[src/rtl/seven_segment_scan_controller.sv]
// Seven-segment scan controller: time-multiplexes one external decoder across
// NUM_DIGITS digits. Each slot is a dark guard period followed by a lit period,
// and an optional leading-zero blank. New values are taken only at frame start.
module seven_segment_scan_controller #(
  parameter int unsigned NUM_DIGITS   = 4,
  parameter int unsigned REFRESH_DIV  = 1000,
  parameter int unsigned BLANK_CYCLES = 2
) (
  input  logic                    clk,
  input  logic                    rst,
  input  logic [4*NUM_DIGITS-1:0] Value_in,
  input  logic                    Load,
  input  logic                    Enable,
  input  logic                    Lz_suppress,
  output logic [3:0]              Binary_out,
  input  logic [6:0]              Seg_in,
  output logic [6:0]              Seg_out,
  output logic [NUM_DIGITS-1:0]   Digit_en,
  output logic                    Frame_done
);

  localparam int unsigned CntLim = (REFRESH_DIV > BLANK_CYCLES) ? REFRESH_DIV : BLANK_CYCLES;
  localparam int unsigned CntW   = (CntLim > 1) ? $clog2(CntLim) : 1;
  localparam int unsigned IdxW   = $clog2(NUM_DIGITS);

  localparam logic [CntW-1:0] BlankLast = CntW'(BLANK_CYCLES - 1);
  localparam logic [CntW-1:0] ShowLast  = CntW'(REFRESH_DIV - 1);
  localparam logic [IdxW-1:0] IdxLast   = IdxW'(NUM_DIGITS - 1);

  typedef enum logic [1:0] {StIdle, StBlank, StShow} state_e;

  state_e                  state_q;
  logic [CntW-1:0]         cnt_q;
  logic [IdxW-1:0]         idx_q;
  logic [4*NUM_DIGITS-1:0] shadow_q;
  logic [4*NUM_DIGITS-1:0] display_q;
  logic [4*NUM_DIGITS-1:0] next_frame;
  logic [NUM_DIGITS-1:0]   upper_zero;
  logic                    lz_dark;
  logic                    lit;

  // A Load coinciding with a frame boundary wins over the older shadow copy.
  assign next_frame = Load ? Value_in : shadow_q;

  // Scan FSM, slot counter, digit index, shadow/display registers and decoder input.
  always_ff @(posedge clk) begin
    if (rst) begin
      state_q    <= StIdle;
      cnt_q      <= '0;
      idx_q      <= '0;
      shadow_q   <= '0;
      display_q  <= '0;
      Binary_out <= '0;
    end else begin
      if (Load) shadow_q <= Value_in;
      if (!Enable) begin
        state_q <= StIdle;
        cnt_q   <= '0;
        idx_q   <= '0;
      end else begin
        unique case (state_q)
          StIdle: begin
            state_q    <= StBlank;
            cnt_q      <= '0;
            idx_q      <= '0;
            display_q  <= next_frame;
            Binary_out <= next_frame[3:0];
          end
          StBlank: begin
            if (cnt_q == BlankLast) begin
              state_q <= StShow;
              cnt_q   <= '0;
            end else begin
              cnt_q <= cnt_q + 1'b1;
            end
          end
          StShow: begin
            if (cnt_q == ShowLast) begin
              state_q <= StBlank;
              cnt_q   <= '0;
              if (idx_q == IdxLast) begin
                idx_q      <= '0;
                display_q  <= next_frame;
                Binary_out <= next_frame[3:0];
              end else begin
                idx_q      <= idx_q + 1'b1;
                Binary_out <= display_q[4*(int'(idx_q) + 1) +: 4];
              end
            end else begin
              cnt_q <= cnt_q + 1'b1;
            end
          end
          default: state_q <= StIdle;
        endcase
      end
    end
  end

  // upper_zero[k]: display nibbles k..NUM_DIGITS-1 are all zero.
  always_comb begin
    upper_zero = '0;
    upper_zero[NUM_DIGITS-1] = (display_q[4*NUM_DIGITS-1 -: 4] == 4'h0);
    for (int k = NUM_DIGITS - 2; k >= 0; k--) begin
      upper_zero[k] = upper_zero[k+1] & (display_q[4*k +: 4] == 4'h0);
    end
  end

  // Digit select and segment gating; Lz_suppress acts in the same cycle.
  always_comb begin
    lz_dark    = Lz_suppress && (idx_q != '0) && upper_zero[idx_q];
    lit        = (state_q == StShow) && !lz_dark;
    Digit_en   = lit ? (NUM_DIGITS'(1) << idx_q) : '0;
    Seg_out    = lit ? Seg_in : 7'h00;
    Frame_done = (state_q == StShow) && (cnt_q == ShowLast) && (idx_q == IdxLast);
  end

endmodule

[config.mk]
export PLATFORM = sky130hd
export DESIGN_NAME = seven_segment_scan_controller
export DESIGN_NICKNAME = d
export VERILOG_FILES = /design/src/rtl/seven_segment_scan_controller.sv
export SDC_FILE = /design/constraint.sdc
export NUM_CORES = 1
export LEC_CHECK = 0
export CAP_MARGIN = 20
export CORE_AREA = 3 3 82 76
export DETAILED_ROUTE_END_ITERATION = 6
export DIE_AREA = 0 0 85 79
export PLACE_DENSITY = 0.69
export SLEW_MARGIN = 0
export SYNTH_ARGS = -nofsm -noshare
export SYNTH_HDL_FRONTEND = slang
export SYNTH_SLANG_ARGS = --single-unit
[constraint.sdc]
create_clock -name clk -period 2.7 [get_ports clk]
set_clock_uncertainty 0.2 [all_clocks]
set_input_delay 0.405 -clock clk [delete_from_list [all_inputs] [get_ports clk]]
set_output_delay 0.405 -clock clk [all_outputs]
set_load 0.01 [all_outputs]
# After elaboration in Yosys (flattened, before gate mapping)
# Index checks and enable logic that the tools add are counted.
# totals
reg_bits	50
latch_bits	0
ram_bits	0
rom_bits	0
input_bits	28
out_inout_bits	16
word_cells	63
n_memories	0
# op_classes
add_sub_neg	3
n_mul	0
div	0
order_cmp	1
eq_ne	8
shifts	2
muxes	20
n_bitwise	4
reduce_logical	19
# op_table
cell	count
$mux W16	3
$pmux W16 S2	1
$pmux W10 S3	1
$mux W10	2
$logic_not A4 Y1	4
$shiftx A16 B6 Y4	1
$mux W4	3
$add A10 B1 Y10 const B	1
$eq A10 B1 Y1 const B	1
$eq A10 B10 Y1 const B	1
$mux W2	4
$pmux W4 S2	1
$mux W7	1
$pmux W2 S3	1
$logic_and A1 B1 Y1	5
$eq A2 B2 Y1 const B	2
$ne A2 B1 Y1 const B	2
$pmux W2 S2	1
$reduce_and A2 Y1	2
$reduce_and A4 Y1	1
$reduce_bool A2 Y1	2
$shl A1 B2 Y4 const A	1
$add A2 B1 Y3 const B	1
$and A1 B1 Y1	3
12 further kinds	12

# Depth between registers and ports, before layout
# Gate-level depths: netlist of the first run.
# logic_depth
depth_word	10
ltp_mapped	8
depth_no_buf	7

# Worst setup path after synthesis of the first run
# Ideal clock, no wire load.
# synth_timing
path_type	flip-flop to output port
startpoint	register idx_q[1]
endpoint	output port Digit_en[1]
arrival_time_ns	1.626
required_time_ns	2.095
path_slack_ns	0.469
path_stages_with_launch	8
path_buffers	1
path_cell_list	dfxtp_1 -> clkbuf_1 -> inv_1 -> ha_1 -> nand3b_1 -> a211oi_1 -> nor2_1 -> and2_1
# synth_between
elab_chain_cells	6
# synth_lines
element	line_no	text
start: declaration	34	logic [IdxW-1:0] idx_q;
start signal: assignment	86	idx_q <= idx_q + 1'b1;
$bmux W1 S2 or $reduce_bool A2 Y1 (tied branches)	110	lz_dark = Lz_suppress && (idx_q != '0) && upper_zero[idx_q];
$mux W1 (implied by the code) or $logic_and A1 B1 Y1 (tied branches)	110	
$logic_and A1 B1 Y1	110	
$logic_not A1 Y1	111	lit = (state_q == StShow) && !lz_dark;
$logic_and A1 B1 Y1	111	
$mux W4 (*)	112	Digit_en = lit ? (NUM_DIGITS'(1) << idx_q) : '0;
end: declaration	18	output logic [NUM_DIGITS-1:0] Digit_en,
# Mark *: on every way between the ends. The rest lies on a longest branch, timed or not. The select of a mux whose other input is x is not followed.

# Final worst setup path of the first run
# layout_timing
startpoint	register display_q[11]
endpoint	output port Seg_out[6]
# layout_between
elab_chain_cells	10
# layout_lines
element	line_no	text
start: declaration	36	logic [4*NUM_DIGITS-1:0] display_q;
start signal: assignment	66	display_q <= next_frame;
start signal: assignment	83	display_q <= next_frame;
$logic_not A4 Y1 (*)	104	upper_zero[k] = upper_zero[k+1] & (display_q[4*k +: 4] == 4'h0);
$and A1 B1 Y1 (*)	104	
$and A1 B1 Y1 (2 in series)	104	
$bmux W1 S2 (*)	110	
$mux W1 (implied by the code) (*)	110	
$logic_and A1 B1 Y1 (*)	110	
$logic_not A1 Y1 (*)	111	
$logic_and A1 B1 Y1 (*)	111	
$mux W7 (*)	113	Seg_out = lit ? Seg_in : 7'h00;
end: declaration	17	output logic [6:0] Seg_out,
# Marks and branches as above.

==> results of run 1 <==
## routing by layer
metal  GRT usage  share of wire
met2       0.225           0.41
met3      0.0322          0.058
met1       0.232           0.52
met5           0              0
met4      0.0570          0.014
## logic make-up (layout without fill, tap and decap cells)
kind of cell	count (synthesis)	after routing	synth area share
multiplexers	22	22	0.0924
buffers and inverters	22	68	0.0415
AND/OR/NAND/NOR	104	104	0.227
XOR/XNOR	1	1	0.00364
AO/OA/AOI/OAI	54	54	0.168
flip-flops	50	50	0.415
adder cells (fa/ha/maj)	10	10	0.0519
## per-stage QoR
| stage | hold WS [ns] | worst slack (ns) |
|---|---|---|
| 2_1_floorplan | 0.242 | 0.469 |
| 3_3_place_gp | 0.265 | 0.147 |
| 3_5_place_dp | 0.268 | 0.128 |
| 4_1_cts | 0.286 | 0.129 |
| 5_1_grt | 0.315 | 0.0142 |
| 6_report | 0.292 | 0.143 |
## sequential cells by signal, indices dropped and copies added, names as in the netlist
signal	flops
cnt_q	10
display_q	16
shadow_q	16
idx_q	2
Binary_out	4
state_q	2
## layout make-up
cell class / count / share of cell area
Sequential cell: 50 / 0.331
Timing Repair Buffer: 51 / 0.157
Inverter: 9 / 0.0111
Tap cell: 67 / 0.0276
Clock buffer: 6 / 0.0272
Clock inverter: 2 / 0.00536
Multi-Input combinational cell: 191 / 0.441
## cell usage after synthesis, types with 2 or more instances
master / n
clkbuf_1: 8
o211ai_1: 2
nor3_1: 3
buf_2: 2
and3_1: 4
o221ai_1: 2
o21ai_0: 8
nand3_1: 5
inv_1: 9
a311o_1: 2
and2_1: 11
nor2b_1: 5
nand2b_1: 4
a21oi_1: 7
buf_4: 2
nor4_1: 7
or3_1: 2
mux2_2: 2
dfxtp_1: 50
a211oi_1: 14
a21o_1: 6
nand2_1: 15
nor4b_1: 4
ha_1: 10
mux2i_1: 20
nor2_1: 38
## worst max-delay path: cells and delay by family, from the launching register on
kind	cells	cell delay, ns
and+or+nand+nor	3	0.51
buffers and inverters	2	0.44
DFF	1	0.35
AOI/OAI and AO/OA	2	0.35
## power groups by stage
stage | sequential, µW | clock, µW | combinational (µW)
after floorplan | 817 | 0 | 133
after global placement | 822 | 0 | 215
after detailed placement | 823 | 0 | 217
after CTS | 810 | 477 | 222
after global routing | 816 | 508 | 246
final | 811 | 468 | 219
## worst min path at each step
stage                        startpoint             to  slack (ns)
after floorplan            display_q[2]   display_q[2]        0.24
after global placement     display_q[2]   display_q[2]        0.26
after detailed placement   display_q[2]   display_q[2]        0.27
after CTS                 Binary_out[1]  Binary_out[1]        0.29
after global routing      Binary_out[1]  Binary_out[1]        0.32
final                      display_q[3]   display_q[3]        0.29
==> qor.yml, run 1 <==
synth_edf_count: 0
fin_tns_setup_ns: 0
cts.hold.buffers_added: 0
htree_levels: 2
netlist_area_mm2: 0.00241
cp_slowest_cell: "dfxtp_1"
boundaryPins: 44
ant_nets: 0
area_growth_pct: 25.9
path_clk_slew_ns: 0.09
grt_pass1_vias: 1784
crit_path_start: "display_q[11]"
clock_latency_ns: 0.31
synth.top_cells.by_area: "dfxtp_1 42%, mux2i_1 8.3%, nor2_1 5.9%, ha_1 5.2%, a211oi_1 4.4%"
gp_congestion: 0.833
dieHeight_um: 79
hold_viol_final: 0
drv_cap: 0
pwr-share-clk: 0.312
grt_start_max_net_pins: 37
routedWlPerCell_um: 13.9
arrival_ns: 1.95
power_uw: 1500
synthCells: 263
pwr-share-comb: 0.146
relSlewSlack: 0.602
rsz0062_at_grt: "false"
p_sw_frac: 0.261
finalWirelength_mm: 5.21
async_flop_share: 0
io_buffers: 43
synth_fp_nets: 301
power.density_mw_per_mm2: 494
cts.repair.resized: 20
core_area_mm2: 0.00535
r2r-end: "cnt_q[8]"
critPathMaxFanout: 10
overflow: 0
dr.pass1.iters: 5
setup_viol: 0
synth_area_leader_cell: "dfxtp_1"
internal_power_uw: 1110
seqCellArea_mm2: 0.00100
reg2reg_from: "cnt_q[1]"
final_cells: 376
start_util: 0.451
cts.sink_count: 50
fin_area_mm2: 0.00303
critPathCaptureType: "output port"
final_util: 0.567
grt_pass1_wl_mm: 8.51
num_vias: 2018
drc: 0
tightest_slew_ns: 0.597
mostFrequentLayoutCells: "48 x dfxtp_1, 38 x nor2_1, 32 x clkdlybuf4s50_1, 20 x mux2i_1, 15 x nand2_1"
root_buffer: "clkbuf_8"
p_seq_frac: 0.541
yosys_register_bits: 50
hpwl_mm: 3.81
rrSetupSlack_ns: 0.43
power_leakage_uw: 0.00124
synth_top_area_share: 0.415
required_ns: 2.10
yosys_warnings: 0
layout_commonest_cell: "dfxtp_1"
clock_path_buffers: 2
post_cts_buffers: 0
drt-initial-drc-count: 129
dieArea_mm2: 0.00672
ys_seq_area_frac: 0.415
hold_path_depth: 2
r2r_cells: 7
worstSetupPathType: "reg -> out"
post-route-min-period_ns: 2.56
die_width_um: 85
cts_tree: "built"
switching_power_uw: 391
status: "finished, final reports clean"
hold_path_class: "reg -> reg"
grtUsageTotal: 0.157
rows: 25
dpl_cell_area_mm2: 0.00292
start_kind: "flip-flop"
ys_types: 47
drive_above_1_share: 0.107
vias_per_cell: 5.37
placed_cells: 368
synth_flop_cell: "dfxtp_1"
nets: 346
period_share: 0.947
antenna_found_initial: 0
fill_cells: 482
cp-endpoint: "Seg_out[6]"
vdd_drop_max_mv: 0.362
crit_chain: "nor4_2 > a21oi_1 > a211oi_1 > nor2_1 > buf_4 > and2_1 > dlygate4sd2_1"
slew_viol_final: 0
syn_avg_cell_area_um2: 9.16
multi_input_area_mm2: 0.00134
n_antenna_cell: 0
cts_buffers: 5
cp_slowest_stage_delay_ns: 0.35
max_freq_mhz: 391
No activity file was read; power rests on OpenSTA's default activity.
==> run 2, diff against run 1 <==
--- a/config.mk
+++ b/config.mk
@@ -9,6 +9,7 @@
 export CORE_AREA = 3 3 82 76
 export DETAILED_ROUTE_END_ITERATION = 6
 export DIE_AREA = 0 0 85 79
+export HOLD_SLACK_MARGIN = 0.08
 export PLACE_DENSITY = 0.69
 export SLEW_MARGIN = 0
 export SYNTH_ARGS = -nofsm -noshare
==> results of run 2 <==
Final layout, timing and power as in run 1 (identical DEF).
